==> config.mk <==
export PLATFORM = sky130hd
export DESIGN_NAME = tile_judge_flat
export DESIGN_NICKNAME = d
export VERILOG_FILES = /design/src/rtl/tile_judge_pkg.sv /design/src/rtl/tile_judge_if.sv /design/src/rtl/tile_judge_lfsr.sv /design/src/rtl/tile_judge.sv /design/src/flat_wrapper.sv
export SDC_FILE = /design/constraint.sdc
export NUM_CORES = 1
export LEC_CHECK = 0
export ABC_AREA = 1
export CAP_MARGIN = 40
export CORE_ASPECT_RATIO = 0.75
export CORE_MARGIN = 1.5
export CORE_UTILIZATION = 60
export DETAILED_ROUTE_END_ITERATION = 8
export MAX_ROUTING_LAYER = met4
export PLACE_DENSITY = 0.93
export RECOVER_POWER = 25
export SKIP_CTS_REPAIR_TIMING = 1
export SKIP_LAST_GASP = 1
export SLEW_MARGIN = 20
export SYNTH_ARGS = -nofsm -noshare
export SYNTH_HDL_FRONTEND = slang
export SYNTH_HIERARCHICAL = 1
export SYNTH_SLANG_ARGS = --single-unit
export TNS_END_PERCENT = 50
==> constraint.sdc <==
create_clock -name frame_clk -period 5.6 [get_ports frame_clk]
set_input_delay 0.56 -clock frame_clk [delete_from_list [all_inputs] [get_ports frame_clk]]
set_output_delay 0.56 -clock frame_clk [all_outputs]
set_load 0.01 [all_outputs]
==> src/rtl/tile_judge_pkg.sv <==
// tile_judge_pkg: shared game-state type, lane key map and screen geometry for the tile judge.
package tile_judge_pkg;
    typedef enum logic [1:0] {IDLE, PLAY, OVER} game_state_t;
    localparam int          N_LANES   = 4;
    localparam int          SPAWN_MIN = 8;
    localparam logic [7:0]  LANE_KEY [N_LANES] = '{8'h04, 8'h16, 8'h07, 8'h09};
    localparam logic [7:0]  KEY_START    = 8'h2C;
    localparam logic [10:0] HIT_Y_MIN    = 11'd280;
    localparam logic [10:0] HIT_Y_MAX    = 11'd403;
    localparam logic [10:0] SCREEN_Y_MAX = 11'd479;
    localparam logic [10:0] TILE_SIZE    = 11'd75;
endpackage

==> src/rtl/tile_judge_if.sv <==
// tile_judge_if: bundle between the judge (master) and the tile lanes / key source (slave).
//   keycode   : current USB keycode, 0 = no key
//   tile_y    : Y position of each lane's tile
//   newNote   : one-frame spawn pulse per lane
//   kill      : one-frame kill pulse per lane
//   speed     : tile speed, tile moves 3+speed px/frame
//   score     : saturating hit count
//   game_over : high in OVER
//   playing   : high in PLAY
interface tile_judge_if;
    import tile_judge_pkg::*;
    logic [7:0]              keycode;
    logic [N_LANES-1:0][9:0] tile_y;
    logic [N_LANES-1:0]      newNote;
    logic [N_LANES-1:0]      kill;
    logic [3:0]              speed;
    logic [15:0]             score;
    logic                    game_over;
    logic                    playing;
    modport master (input keycode, tile_y, output newNote, kill, speed, score, game_over, playing);
    modport slave (output keycode, tile_y, input newNote, kill, speed, score, game_over, playing);
endinterface

==> src/rtl/tile_judge_lfsr.sv <==
// lane_lfsr: 8-bit Galois LFSR (x^8+x^6+x^5+x^4+1) picking candidate spawn lanes.
//   frame_clk : frame clock
//   Reset     : asynchronous active-high reset, loads SEED
//   en_i      : advance one step
//   lane_o    : low two bits of the state, used as the candidate lane
module lane_lfsr #(
    parameter logic [7:0] SEED = 8'hA5,
    parameter logic [7:0] TAPS = 8'hB8
) (
    input  logic       frame_clk,
    input  logic       Reset,
    input  logic       en_i,
    output logic [1:0] lane_o
);
    logic [7:0] lfsr_q, lfsr_d;
    assign lfsr_d = {1'b0, lfsr_q[7:1]} ^ (lfsr_q[0] ? TAPS : 8'h00);
    assign lane_o = lfsr_q[1:0];
    always_ff @(posedge frame_clk or posedge Reset) begin
        if (Reset)     lfsr_q <= SEED;
        else if (en_i) lfsr_q <= lfsr_d;
    end
endmodule

==> src/rtl/tile_judge.sv <==
// tile_judge: falling-tile game controller; spawns tiles, judges key hits, scores, ends on a miss.
//   frame_clk : frame-rate clock (one edge per vsync)
//   Reset     : asynchronous active-high reset
//   bus       : tile_judge_if.master (keycode/tile_y in; newNote/kill/speed/score/game_over/playing out)
// Build option: define TILE_JUDGE_MISCLICK_EN to make a misclick end the game; otherwise it is ignored.
module tile_judge
    import tile_judge_pkg::*;
#(
    parameter int SPAWN_FRAMES = 40,
    parameter int SPEED_STEP   = 8
) (
    input  logic         frame_clk,
    input  logic         Reset,
    tile_judge_if.master bus
);
    game_state_t        state_q, state_d;
    logic [7:0]         prev_key_q, cnt_q, cnt_d, thr;
    logic [N_LANES-1:0] active_q, active_d, armed_q, armed_d, arm_pipe_q;
    logic [N_LANES-1:0] newNote_q, newNote_d, kill_q, kill_d, key_hit, hit_l, miss_l;
    logic [3:0]         speed_q, speed_d;
    logic [15:0]        score_q, score_d, level;
    logic [1:0]         cand, spawn_lane;
    logic               press, start, miss, end_game, found;

    lane_lfsr u_lfsr (.frame_clk, .Reset, .en_i(1'b1), .lane_o(cand));

    assign press = bus.keycode != prev_key_q && bus.keycode != 8'h00;
    assign start = press && bus.keycode == KEY_START;
    assign level = score_q / 16'(SPEED_STEP);
    // Spawn period shrinks by two frames per speed step but never below SPAWN_MIN.
    assign thr = (8'(SPAWN_FRAMES) > {3'b0, speed_q, 1'b0} + 8'(SPAWN_MIN))
                 ? 8'(SPAWN_FRAMES) - {3'b0, speed_q, 1'b0} : 8'(SPAWN_MIN);

    always_comb begin
        key_hit = '0;
        hit_l   = '0;
        miss_l  = '0;
        for (int l = 0; l < N_LANES; l++) begin
            key_hit[l] = press && bus.keycode == LANE_KEY[l];
            hit_l[l]   = key_hit[l] && active_q[l] && armed_q[l]
                         && {1'b0, bus.tile_y[l]} >= HIT_Y_MIN && {1'b0, bus.tile_y[l]} <= HIT_Y_MAX;
            miss_l[l]  = active_q[l] && armed_q[l] && {1'b0, bus.tile_y[l]} + TILE_SIZE >= SCREEN_Y_MAX;
        end
    end
    assign miss = |miss_l;

`ifdef TILE_JUDGE_MISCLICK_EN
    logic misclick;
    assign misclick = |(key_hit & ~hit_l);
    assign end_game = miss | misclick;
`else
    assign end_game = miss;
`endif

    // First free lane at or after the LFSR candidate, wrapping mod 4.
    always_comb begin
        spawn_lane = cand;
        found      = 1'b0;
        for (int i = 0; i < N_LANES; i++) begin
            if (!found && !active_q[cand + 2'(i)]) begin
                spawn_lane = cand + 2'(i);
                found      = 1'b1;
            end
        end
    end

    always_comb begin
        state_d   = state_q;
        cnt_d     = cnt_q;
        active_d  = active_q;
        armed_d   = armed_q | arm_pipe_q;
        newNote_d = '0;
        kill_d    = '0;
        score_d   = score_q;
        speed_d   = level > 16'd15 ? 4'd15 : level[3:0];
        case (state_q)
            IDLE: if (start) begin
                state_d  = PLAY;
                cnt_d    = '0;
                active_d = '0;
                armed_d  = '0;
                score_d  = '0;
                speed_d  = '0;
            end
            PLAY: if (end_game) state_d = OVER;
            else begin
                kill_d   = hit_l;
                active_d = active_q & ~hit_l;
                if (|hit_l && score_q != 16'hFFFF) score_d = score_q + 16'd1;
                if (cnt_q + 8'd1 >= thr) begin
                    // With every lane busy, park at the terminal count so the next frame retries.
                    cnt_d = found ? 8'd0 : thr - 8'd1;
                    if (found) begin
                        newNote_d[spawn_lane] = 1'b1;
                        active_d[spawn_lane]  = 1'b1;
                        armed_d[spawn_lane]   = 1'b0;
                    end
                end else cnt_d = cnt_q + 8'd1;
            end
            OVER: if (start) state_d = IDLE;
            default: state_d = IDLE;
        endcase
    end

    // arm_pipe delays arming by two frames: the tile only sees the pulse a frame after we raise it.
    always_ff @(posedge frame_clk or posedge Reset) begin
        if (Reset) begin
            state_q    <= IDLE;
            prev_key_q <= '0;
            cnt_q      <= '0;
            active_q   <= '0;
            armed_q    <= '0;
            arm_pipe_q <= '0;
            newNote_q  <= '0;
            kill_q     <= '0;
            speed_q    <= '0;
            score_q    <= '0;
        end else begin
            state_q    <= state_d;
            prev_key_q <= bus.keycode;
            cnt_q      <= cnt_d;
            active_q   <= active_d;
            armed_q    <= armed_d;
            arm_pipe_q <= newNote_q;
            newNote_q  <= newNote_d;
            kill_q     <= kill_d;
            speed_q    <= speed_d;
            score_q    <= score_d;
        end
    end

    assign bus.newNote   = newNote_q;
    assign bus.kill      = kill_q;
    assign bus.speed     = speed_q;
    assign bus.score     = score_q;
    assign bus.game_over = state_q == OVER;
    assign bus.playing   = state_q == PLAY;
endmodule

==> src/flat_wrapper.sv <==
// flat-port wrapper written by rule: the top's interface ports become plain ports
module tile_judge_flat import tile_judge_pkg::*;
#(
    parameter int SPAWN_FRAMES = 40,
    parameter int SPEED_STEP   = 8
)
  (frame_clk, Reset, bus_keycode, bus_tile_y, bus_newNote, bus_kill, bus_speed, bus_score, bus_game_over, bus_playing);
  tile_judge_if bus_i ();
  input  logic frame_clk;
  input  logic Reset;
  input wire logic [$bits(bus_i.keycode)-1:0] bus_keycode;
  input wire logic [$bits(bus_i.tile_y)-1:0] bus_tile_y;
  output wire logic [$bits(bus_i.newNote)-1:0] bus_newNote;
  output wire logic [$bits(bus_i.kill)-1:0] bus_kill;
  output wire logic [$bits(bus_i.speed)-1:0] bus_speed;
  output wire logic [$bits(bus_i.score)-1:0] bus_score;
  output wire logic [$bits(bus_i.game_over)-1:0] bus_game_over;
  output wire logic [$bits(bus_i.playing)-1:0] bus_playing;
  assign bus_i.keycode = bus_keycode;
  assign bus_i.tile_y = bus_tile_y;
  assign bus_newNote = bus_i.newNote;
  assign bus_kill = bus_i.kill;
  assign bus_speed = bus_i.speed;
  assign bus_score = bus_i.score;
  assign bus_game_over = bus_i.game_over;
  assign bus_playing = bus_i.playing;
  tile_judge #(.SPAWN_FRAMES(SPAWN_FRAMES), .SPEED_STEP(SPEED_STEP)) u_core (.frame_clk(frame_clk), .Reset(Reset), .bus(bus_i));
endmodule
==> summary.md <==
The antenna diode instance count was 0. Yosys attributes the largest share of cell area to sky130_fd_sc_hd__dfrtp_1 29%, sky130_fd_sc_hd__nand2_1 19%, sky130_fd_sc_hd__inv_1 8.4%. The final count of hold timing violations is 0.

The synthesized netlist devotes 3.96% of its cell area to adder and majority cells. For this run, the post-layout net count is 989. The total congestion overflow is 0. Summing all multi-input logic gate instances after layout gives 3130 um2. Cells fill 76.4% of the core in the end. The run gives 29 as the standard-cell row count. The number of buffer cells added on primary ports came out at 79. The synthesized netlist devotes 1.30% of its cell area to XOR and XNOR gates.

After synthesis, the largest family of logic cells by area is simple AND/OR/NAND/NOR gates. Before CTS, the worst setup slack after placement is 2.22 ns. The synthesized netlist occupies a cell area of 5380 um2. The slew at the pin closest to its max-slew limit works out to 3.17 ns. For this block, the initial DRC count from the detailed router was 650. Detailed routing inserted a total of 5772 vias. Share of flip-flops with an asynchronous set or reset after synthesis: 100%. The initial utilization of the core area, before any placement, comes to 62.8%. In this run the mean area of a mapped cell was 6.37 um2.

CTS built an H-tree with a depth of 3. Setup repair after global routing left no endpoint under its margin. The share of the clock period used by the worst path was 66.0%. The number of antenna violations at the first check in global routing came out at 0. Counting along the longest clock path gives a buffer depth of 2. Flip-flop and latch count after synthesis: 66.

Summed over its instances, the top area cell type makes up 28.9% of the synthesized netlist area. The synthesis-to-finish area growth was 21.7%. After global routing, the most crowded layer is met2. Core region area: 8560 um2. In the routed design, unresolved DRC markers number 0. Counting the fill cells in the layout gives 658. The commonest cells after synthesis are 278 x sky130_fd_sc_hd__nand2_1, 120 x sky130_fd_sc_hd__inv_1, 75 x sky130_fd_sc_hd__nor2_1.

The synthesized design contains 0 enable-type register cells. The run gives 3.33 nW as the leakage power total. The logs give 48.4% for the met2 global-route usage and 66 for the total number of clock tree sinks.

The minimum clock period came out at 3.70 ns. On the final layout, the worst clock skew is 0.00901 ns. VDD sags by at most 0.203 mV.

The power per cell area is 219 nW/um2. STA classifies the critical path startpoint as a primary input. Summing the areas of all compound-gate instances in the mapped netlist gives 8.47% of the synthesized area. The met3 routing resource usage after global routing is 6.57%, and the total area of sequential cells is 1660 um2. The share of final-layout standard cells stronger than drive strength 1 was 7.66%; the non-filler instance count after layout was 1035. The final reports fail on max-capacitance violations, max-slew violations. The x dimension of the die is 112 um. In this run the worst hold path is classified as reg2reg. For the final routed database, the setup TNS stands at 0 ns.

Setup violations remaining at the end of the flow were counted as 0. The run gives 5.33 ns as the data required time at the worst endpoint. sky130_fd_sc_hd__dfrtp_1 takes more of the synthesized area than any other cell. TritonCTS built the clock tree. The most common cell in the synthesized netlist is sky130_fd_sc_hd__nand2_1.

For the total track usage, the log shows 31.7%. The flow ran to the end, but the final reports show violations. The routability congestion estimate from global placement was 0.941; the maximum clock frequency was 0.270 GHz. Pin placement for this block handled 80 I/O pins. The worst pin sits at a relative slew slack of -111%. Clock-pin slew was measured on the worst setup and hold paths at 0.05 ns. During synthesis, Yosys emitted a total of 6 warnings. The clock latency of the later-clocked register in the worst-skew pair was 0.34 ns; the global-route wire length before repair was 23900 um. After detailed routing, the average wire length per cell comes to 13.6 um. For met1 alone, demand over resource in global routing was 44.1%. The synthesized netlist devotes 44.4% of its cell area to simple gates. The sort of element at the end of the critical path was an asynchronous set/reset pin. For this run, the detailed router's first-pass iteration total came to 8. The height of the chip was 85.0 um. The post-synthesis instance total came out at 844.

The number of global-route vias before repair was 5136. Post-detailed-routing wire length: 14100 um. The number of CTS-inserted buffers came out at 9. The worst-case setup margin in the final layout came out at 1.90 ns. Sequential cells were found to cover 30.8% of the synthesized design area. The detail route stage leaves a number of antenna-violating nets equal to 0. The setup check on the worst reg-to-reg path leaves a slack of 2.23 ns.

Synthesis instantiated 47 different standard cells from the library. When the netlist entered floorplanning its net count stood at 911. The die covers 9540 um2.

The run gives 1.43 mW as the total power draw. Count of maximum capacitance violations: 1. Multiplexer cells account for 0% of the synthesized area. Counting tap cells, the placed design contains a total of 1018 instances.

Using the TritonRoute via totals, the vias-per-cell ratio works out to 5.58. Data arrives at the worst endpoint at 3.43 ns. The number of pins with negative max-slew slack in the final report came out at 59. Largest net degree at the start of global routing: 59.

Post-detailed-placement half-perimeter wirelength: 10000 um. Path type of the worst setup path: in2async. The most used flip-flop cell after synthesis is sky130_fd_sc_hd__dfrtp_1. The tools report the buffer type at the clock tree root as sky130_fd_sc_hd__clkbuf_16.

Worst-path maximum fanout: 58.
[registers in the layout, indices dropped and copies added, names as in the netlist]
name,cells
u_core/bus.kill,4
u_core/armed_q,4
u_core/cnt_q,8
u_core/bus.newNote,4
u_core/u_lfsr/lfsr_q,8
u_core/prev_key_q,8
u_core/arm_pipe_q,4
u_core/state_q,2
u_core/bus.score,16
u_core/bus.speed,4
u_core/active_q,4
[metrics by stage]
stage          hold slack, ns  area (um2)
2_1_floorplan           0.373        5380
3_3_place_gp            0.375        6220
3_5_place_dp            0.371        6220
4_1_cts                 0.394        6530
5_1_grt                 0.398        6540
6_report                0.400        6540
[path summary, 6_finish.rpt]
check	cells after the start	from	endpoint
max in group frame_clk	17	u_core/bus.speed[2]$_DFF_PP0_	u_core/cnt_q[4]$_DFFE_PP0P_
min reg2reg	0	u_core/bus.newNote[0]$_DFF_PP0_	u_core/arm_pipe_q[0]$_DFF_PP0_
min	0	u_core/bus.newNote[0]$_DFF_PP0_	u_core/arm_pipe_q[0]$_DFF_PP0_
max reg2reg	17	u_core/bus.speed[2]$_DFF_PP0_	u_core/cnt_q[4]$_DFFE_PP0P_
min in group asynchronous	2	Reset	u_core/u_lfsr/lfsr_q[4]$_DFFE_PP0P_
max	3	Reset	u_core/bus.score[4]$_DFFE_PP0P_
[kinds of logic after synthesis]
kind of cell	after synthesis
xor+xnor	8
other cells	1
compound gates	82
buf+inv	144
flops	66
simple gates	526
fa+ha+maj	17
[power breakdown]
group | switching, mW | internal [mW]
Clock | 0.197 | 0.401
Combinational | 0.191 | 0.106
Sequential | 0.0301 | 0.508
Total | 0.418 | 1.02
[routing by layer]
metal / part of all wire (%) / vias to the layer above
met5: 0 / -
met4: 1.1 / 0
met3: 9.5 / 17
met2: 44 / 288
met1: 45 / 2595
li1: - / 2872
[final cells by class]
cell class / instances / share of cell area, %
clock buffers: 13 / 3.83
clock inverters: 3 / 0.995
well taps: 108 / 2.07
multi-input cells: 634 / 47.9
inverters: 128 / 7.38
repair buffers: 83 / 12.5
flip-flops and latches: 66 / 25.3
[cells in the final DEF (no fill, tap or decap), types with 3 or more instances in the layout]
cell type / n
sky130_fd_sc_hd__dfrtp_1: 62
sky130_fd_sc_hd__nor2_2: 4
sky130_fd_sc_hd__clkbuf_1: 4
sky130_fd_sc_hd__o21ai_0: 35
sky130_fd_sc_hd__nor3_1: 15
sky130_fd_sc_hd__xor2_1: 5
sky130_fd_sc_hd__a21boi_0: 5
sky130_fd_sc_hd__clkdlybuf4s50_1: 70
sky130_fd_sc_hd__nor4_1: 8
sky130_fd_sc_hd__inv_1: 120
sky130_fd_sc_hd__nand3_2: 4
sky130_fd_sc_hd__dfstp_2: 3
sky130_fd_sc_hd__dlygate4sd3_1: 9
sky130_fd_sc_hd__nand3_1: 63
sky130_fd_sc_hd__nor2_4: 4
sky130_fd_sc_hd__nand4_1: 34
sky130_fd_sc_hd__clkbuf_16: 9
sky130_fd_sc_hd__nor2_1: 75
sky130_fd_sc_hd__nand2_1: 278
sky130_fd_sc_hd__ha_1: 17
sky130_fd_sc_hd__o21ai_1: 4
sky130_fd_sc_hd__inv_2: 6
sky130_fd_sc_hd__nand2_2: 23
sky130_fd_sc_hd__xnor2_1: 3
sky130_fd_sc_hd__nor3_2: 3
sky130_fd_sc_hd__a21oi_1: 28
[worst max-delay path, stage by stage]
cell and delay, ns:
sky130_fd_sc_hd__dlygate4sd3_1 0.55, sky130_fd_sc_hd__clkinv_1 0.05, sky130_fd_sc_hd__clkbuf_1 2.22
(Power assumes the default switching activity.)
